==> config.mk <==
export PLATFORM = sky130hd
export DESIGN_NAME = key_reader
export DESIGN_NICKNAME = d
export VERILOG_FILES = /design/src/rtl/key_reader.sv
export SDC_FILE = /design/constraint.sdc
export NUM_CORES = 1
export LEC_CHECK = 0
export CAP_MARGIN = 15
export CELL_PAD_IN_SITES_DETAIL_PLACEMENT = 1
export CELL_PAD_IN_SITES_GLOBAL_PLACEMENT = 1
export CORE_ASPECT_RATIO = 0.5
export CORE_MARGIN = 1
export CORE_UTILIZATION = 39
export DETAILED_ROUTE_END_ITERATION = 16
export HOLD_SLACK_MARGIN = 0.15
export PLACE_DENSITY = 0.78
export SLEW_MARGIN = 15
export SYNTH_ARGS = -nofsm -noshare
export SYNTH_HDL_FRONTEND = slang
export SYNTH_SLANG_ARGS = --single-unit
==> constraint.sdc <==
create_clock -name clk -period 2.1 [get_ports clk]
set_input_delay 0.315 -clock clk [delete_from_list [all_inputs] [get_ports clk]]
set_output_delay 0.315 -clock clk [all_outputs]
set_load 0.03 [all_outputs]
==> src/rtl/key_reader.sv <==
// key_reader: challenge/response sequencer for a serial key device.
// Optional comparator enabled by defining KEY_READER_CMP_EN.
module key_reader #(
  parameter int NBITS = 16,
  parameter int STROBE_CYC = 2,
  parameter logic [NBITS-1:0] EXPECT = NBITS'(16'hA5C3)
) (
  input  logic             clk,
  input  logic             rst_n,
  input  logic             start,
  input  logic [15:0]      chal,
  input  logic             sdrd,
  output logic             sser_n,
  output logic             ba13,
  output logic             ba12,
  output logic [3:0]       ba_nib,
  output logic             br_w,
  output logic             busy,
  output logic             done,
  output logic [NBITS-1:0] resp,
  output logic             match
);

  localparam int NSTEP = NBITS + 4;
  localparam int SW = $clog2(NSTEP + 1);
  localparam int CW = $clog2(STROBE_CYC + 1);

  typedef enum logic [2:0] {
    IDLE, SETUP, STROBE, HOLD, FINISH
  } state_t;

  state_t state, state_n;
  logic [SW-1:0] step;
  logic [CW-1:0] cnt;
  logic [15:0] chal_q;
  logic [NBITS-1:0] resp_q;
  logic load_step, strobe_last, step_last;

  assign load_step = step < SW'(4);
  assign strobe_last = cnt == CW'(STROBE_CYC - 1);
  assign step_last = step == SW'(NSTEP - 1);

  // State register; reset aborts any sequence in flight.
  always_ff @(posedge clk or negedge rst_n) begin
    if (!rst_n) state <= IDLE;
    else state <= state_n;
  end

  // Next-state sequencing through SETUP/STROBE/HOLD per step.
  always_comb begin
    state_n = state;
    unique case (state)
      IDLE:   if (start) state_n = SETUP;
      SETUP:  state_n = STROBE;
      STROBE: if (strobe_last) state_n = HOLD;
      HOLD:   state_n = step_last ? FINISH : SETUP;
      FINISH: state_n = IDLE;
      default: state_n = IDLE;
    endcase
  end

  // Step/strobe counters, challenge capture and response shifter.
  always_ff @(posedge clk or negedge rst_n) begin
    if (!rst_n) begin
      step   <= '0;
      cnt    <= '0;
      chal_q <= '0;
      resp_q <= '0;
    end else begin
      unique case (state)
        IDLE: if (start) begin
          chal_q <= chal;
          step   <= '0;
          cnt    <= '0;
          resp_q <= '0;
        end
        SETUP: cnt <= '0;
        STROBE: begin
          cnt <= cnt + CW'(1);
          if (strobe_last && !load_step)
            resp_q <= {resp_q[NBITS-2:0], sdrd};
        end
        HOLD: step <= step + SW'(1);
        default: ;
      endcase
    end
  end

`ifdef KEY_READER_CMP_EN
  logic match_q;

  // Compare once the last bit is in; held until the next start.
  always_ff @(posedge clk or negedge rst_n) begin
    if (!rst_n) match_q <= 1'b0;
    else if (state == IDLE && start) match_q <= 1'b0;
    else if (state == HOLD && step_last)
      match_q <= resp_q == EXPECT;
  end

  assign match = match_q;
`else
  logic unused_expect;
  assign unused_expect = ^EXPECT;
  assign match = 1'b0;
`endif

  // Bus drive: key is addressed only while a step is active.
  always_comb begin
    sser_n = 1'b1;
    ba13   = 1'b1;
    ba12   = 1'b0;
    ba_nib = 4'h0;
    br_w   = 1'b1;
    unique case (state)
      SETUP, STROBE, HOLD: begin
        ba13 = 1'b0;
        ba12 = 1'b1;
        if (load_step)
          ba_nib = chal_q[{step[1:0], 2'b00} +: 4];
        sser_n = state != STROBE;
      end
      default: ;
    endcase
  end

  assign busy = state != IDLE;
  assign done = state == FINISH;
  assign resp = resp_q;

endmodule

Word level (Yosys, flattened, before mapping). Cells that the tools add are included.

ROM bits: 0. Latch bits: 0. Output and inout bits: 27. Register bits after elaboration: 42. Memory bits (writable): 0. Memories: 0.

Reduce and logical (&&, ||, !) cells: 13. Divide/modulo/power cells: 0. Add/subtract/negate cells: 2. Eq/ne operators: 10. $mul: 0. Multiplexer cells: 16. Shifts and indexed selects: 1. Order comparisons: 1. Bitwise operators: 0.

Operator list (number): 16-bit two-way mux (2); 16-bit one-hot mux with 2 select lines (1); 16-bit by 5-bit variable part select with 4-bit output (1); 3-bit one-hot mux with 4 select lines (1); 5-bit one-hot mux with 2 select lines (1); 3-bit two-way mux (3); 4-bit two-way mux (2); 2-bit AND reduction (4); 3-bit by 2-bit equality test with 1-bit output (second input constant) (2); 2-bit inequality test (second input constant) (3); 2-bit one-hot mux with 3 select lines (1); 3-bit nonzero test (2); 5-bit by 1-bit adder with 5-bit output (second input constant) (1); 5-bit equality test (second input constant) (1); 5-bit by 3-bit < comparator with 1-bit output (second input constant) (1); 5-bit two-way mux (1); 2-bit nonzero test (2); 3-bit by 1-bit equality test with 1-bit output (second input constant) (1); 3-bit equality test (second input constant) (1); 3-bit logical NOT (1); 1-bit two-way mux (3); 3-bit by 2-bit inequality test with 1-bit output (second input constant) (1); 3-bit AND reduction (1); 3-bit OR reduction (1); 5 further kinds (5).

Longest topological paths before layout.
Depth after elaboration: 5. Depth in mapped cells: 7. Depth with buffers taken out: 5.

Least setup slack after synthesis. OpenSTA, ideal clock, no wires.

Path type: reg-to-output. Start point: reg state[0]. End point: out ba_nib[0]. Stages on the path, launching flop included: 5. Arrival time: 1656 ps. Buffers on the path: 1. Required time: 1785 ps. Setup slack: 129 ps. Path through: dfrtp_1 clkbuf_1 nor2_1 nor2_1 and3_1.

Longest elaborated chain between the ends: 3. Elaborated cells on any way between the ends: 5. Those cells by class: eq/ne: 3; mux: 1; reduce/logical: 1.

RTL lines: from (decl) (line 32) `state_t state, state_n;`; from (signal assigned) (line 46) `else state <= state_n;`; 3-bit by 2-bit equality test with 1-bit output / 3-bit by 1-bit equality test with 1-bit output (equally long branches) (line 114) `unique case (state)`; 3-bit OR reduction * (line 114); 4-bit two-way mux * (line 114); to (decl) (line 16) `output logic [3:0] ba_nib,`.

Mark *: on every way between the ends. The rest lies on a longest branch, timed or not.

Worst setup path in the final report.
Start point: reg step[0]. End point: out ba_nib[2].

Longest elaborated chain between the ends: 3. Elaborated cells on any way between the ends: 4. Those cells by class: order compare: 1; shift: 1; mux: 2.

RTL lines: from (decl) (line 33) `logic [SW-1:0] step;`; from (signal assigned) (line 83) `HOLD: step <= step + SW'(1);`; 16-bit by 5-bit variable part select with 4-bit output / 5-bit by 3-bit < comparator with 1-bit output (equally long branches) (line 119, 39); 4-bit two-way mux * (line 118) `if (load_step)`; 4-bit two-way mux * (line 114).

Marks and branches as above.

==> flow_metrics.py <==
metrics = {
    "outcome": {
        "status": "complete, no violations",
    },
    "floorplan": {
        "start_util_pct": 41.4,
        "die_area_um2": 5670,
        "die_h_um": 53.7,
        "num_rows": 18,
        "die_x_um": 105,
        "core_area_um2": 5040,
        "ios": 47,
    },
    "synthesis": {
        "ys_seq_elements": 42,
        "synth_top_family_by_area": "multiplexers",
        "netlist.area_leader.share_pct": 50.3,
        "synth_area_leaders": "dfrtp_1 (50%), mux2_4 (9.3%), mux2i_1 (7.7%)",
        "synth_compound_area_share_pct": 4.19,
        "ys_types": 35,
        "synth_top_area_cell": "dfrtp_1",
        "async_flop_share_pct": 100,
        "syn_inst": 174,
        "synth.most_common_cell": "dfrtp_1",
        "yosys.area_share.simple_pct": 12.6,
        "synth_edf_count": 0,
        "syn_nets": 196,
        "ys_warn_count": 0,
        "synth_area_um2": 2090,
        "yosysSeqAreaShare_pct": 50.3,
        "netlist_top_cells_count": "dfrtp_1 (42), inv_1 (19), mux2i_1 (16), nand2_1 (16), mux2_4 (13)",
        "yosys.area_share.xor_xnor_pct": 0.419,
        "synthAdderAreaFrac_pct": 1.20,
        "synth-main-ff-cell": "dfrtp_1",
        "synth_area_per_cell_um2": 12.0,
        "muxShareOfSynthArea_pct": 22.9,
    },
    "sta": {
        "hold_violations": 0,
        "fin_hold_ws_ps": 520,
        "period_minus_slack_ps": 2030,
        "setup_viol": 0,
        "max_freq_mhz": 492,
        "tns_ps": 0,
        "worst_pin_slew_ps": 563,
        "report.final.slew_viol_count": 0,
        "finClkSkew_ps": 6.19,
        "slew_headroom_pct": 62.4,
        "finalCritPeriodShare_pct": 96.8,
        "rsz0062_at_grt": "no",
    },
    "global_routing": {
        "overflow": 0,
        "grt_usage_pct": 19.5,
        "antenna_found_initial": 0,
        "grt_pass1_wl_um": 8150,
        "grt_start_max_net_pins": 43,
        "grt_pass1_vias": 1581,
    },
    "clock_tree": {
        "cts_tree": "done",
        "cts_made_buffers": 5,
        "cts.sinks": 42,
        "htreeDepth": 2,
        "cts_root_buf": "clkbuf_8",
        "insertion_delay_ps": 300,
        "clock_path_buffers": 2,
        "clkTransAtPathRegs_ps": 90,
    },
    "worst_setup_path": {
        "r2r_cells": 4,
        "r2r_end": "chal_q[11]$_DFFE_PN0P_",
        "worst-path-buf-inv": 2,
        "r2r_slack_ps": 200,
        "worst-path-max-fanout": 4,
        "crit_slowest_cell": "mux4_2",
        "critPathMaxStageDelay_ps": 480,
        "critical_path_class": "flip-flop to output pin",
        "start_kind": "flip-flop",
        "critPathTopFamily": "multiplexers",
        "cp.required_ps": 1780,
        "cp_cell_sequence": "buf_4 -> mux4_2 -> and3_1 -> buf_4",
        "cp_common_cell": "buf_4",
        "critPathCaptureType": "output pin",
        "cp.arrival_ps": 1720,
        "r2r-start": "state[1]$_DFFE_PN0P_",
    },
    "placement": {
        "dp_hpwl_um": 3340,
        "port_buffers": 44,
        "placedCellCount": 288,
        "place_congestion": 0.733,
    },
    "final_layout": {
        "area_growth_pct": 33.7,
        "final_core_util_pct": 55.3,
        "fin_cells": 301,
        "fill_cells": 548,
        "finalNetCount": 252,
        "diodes": 0,
        "drive_gt1_share_pct": 23.4,
        "multi_input_area_um2": 880,
        "seq_area_um2": 1050,
    },
    "routing": {
        "drc_errors": 0,
        "antenna_left": 0,
        "vias_per_cell": 4.99,
        "firstDrtPassIters": 4,
        "wl_um": 5180,
        "wl_per_cell_um": 17.2,
        "via_count": 1501,
        "drt_iter0_drc": 42,
    },
    "power": {
        "power.density_nw_per_um2": 1360,
        "finalPower_uw": 3780,
        "ir_worst_vdd_uv": 671,
        "leakagePower_uw": 0.00140,
    },
    "hold_path": {
        "hold-path-cell-count": 1,
        "hold-path-endpoint": "chal_q[2]$_DFFE_PN0P_",
        "hold_path.class": "flip-flop to flip-flop",
        "min_from": "chal_q[2]$_DFFE_PN0P_",
    },
    "run": {
        "cap_violations": 0,
    },
}
[area by class of cell]
| type | instances | share of cell area, % |
|---|---|---|
| Sequential cell | 42 | 37.7 |
| Multi-Input combinational cell | 101 | 31.5 |
| Timing Repair Buffer | 61 | 20.2 |
| Tap cell | 70 | 3.14 |
| Inverter | 19 | 2.55 |
| Clock buffer | 5 | 2.47 |
| Clock inverter | 3 | 2.47 |
[power breakdown]
part | total (uW) | switching [uW] | internal (uW)
sequential | 1240 | 188 | 1050
combinational | 1760 | 884 | 871
clock | 792 | 315 | 477
[logic make-up (layout without fill, tap and decap cells)]
group | count (synthesis) | after routing
xor+xnor | 1 | 1
compound gates | 12 | 12
fa+ha+maj | 2 | 2
flops | 42 | 42
other cells | 2 | 2
buf+inv | 31 | 88
simple gates | 48 | 48
mux | 36 | 36
[stage by stage]
step / area (um2) / setup slack, ps
floorplan: 2090 / 129
global placement: 2620 / 13.3
detailed placement: 2620 / -68.0
CTS: 2790 / -15.4
global route: 2790 / 2.52
finish: 2790 / 66.3
[worst max path at each step]
| stage | endpoint | start | cells after the start |
|---|---|---|---|
| 2_1_floorplan | ba_nib[0] | state[0]$_DFFE_PN0P_ | 4 |
| 3_3_place_gp | ba_nib[0] | step[0]$_DFFE_PN0P_ | 3 |
| 3_5_place_dp | ba_nib[0] | step[0]$_DFFE_PN0P_ | 3 |
| 4_1_cts | ba_nib[3] | step[0]$_DFFE_PN0P_ | 4 |
| 5_1_grt | ba_nib[2] | step[0]$_DFFE_PN0P_ | 4 |
| 6_report | ba_nib[2] | step[0]$_DFFE_PN0P_ | 4 |
[repair_timing]
action	CTS	global route
hold buffers	1	0
endpoints found under the hold margin	42	0
pin swaps	0	0
endpoints found under the setup margin	7	6
gates resized for setup	12	8
setup buffers	3	1
[routing by layer]
metal  up-vias  global-route usage, %  part of all wire (%)
met1       767                   23.6                    43
met2        32                   36.8                    53
met4         0                   5.63                  0.85
met5         -                      0                     0
li1        698                      -                     -
met3         4                   3.75                   2.7
[cell usage in the layout (no fill, tap or decap), drive strengths merged, types with 4 or more instances in the layout]
cell,instances
and3,6
buf,20
clkbuf,6
clkdlybuf4s50,35
dfrtp,42
inv,19
mux2,16
mux2i,16
mux4,4
nand2,16
nor2,4
nor3,5
[registers in the layout, summed over array words and instances (netlist names)]
name and count:
step 5, resp 16, chal_q 16, state 3
cnt 2
(Power assumes the default switching activity.)
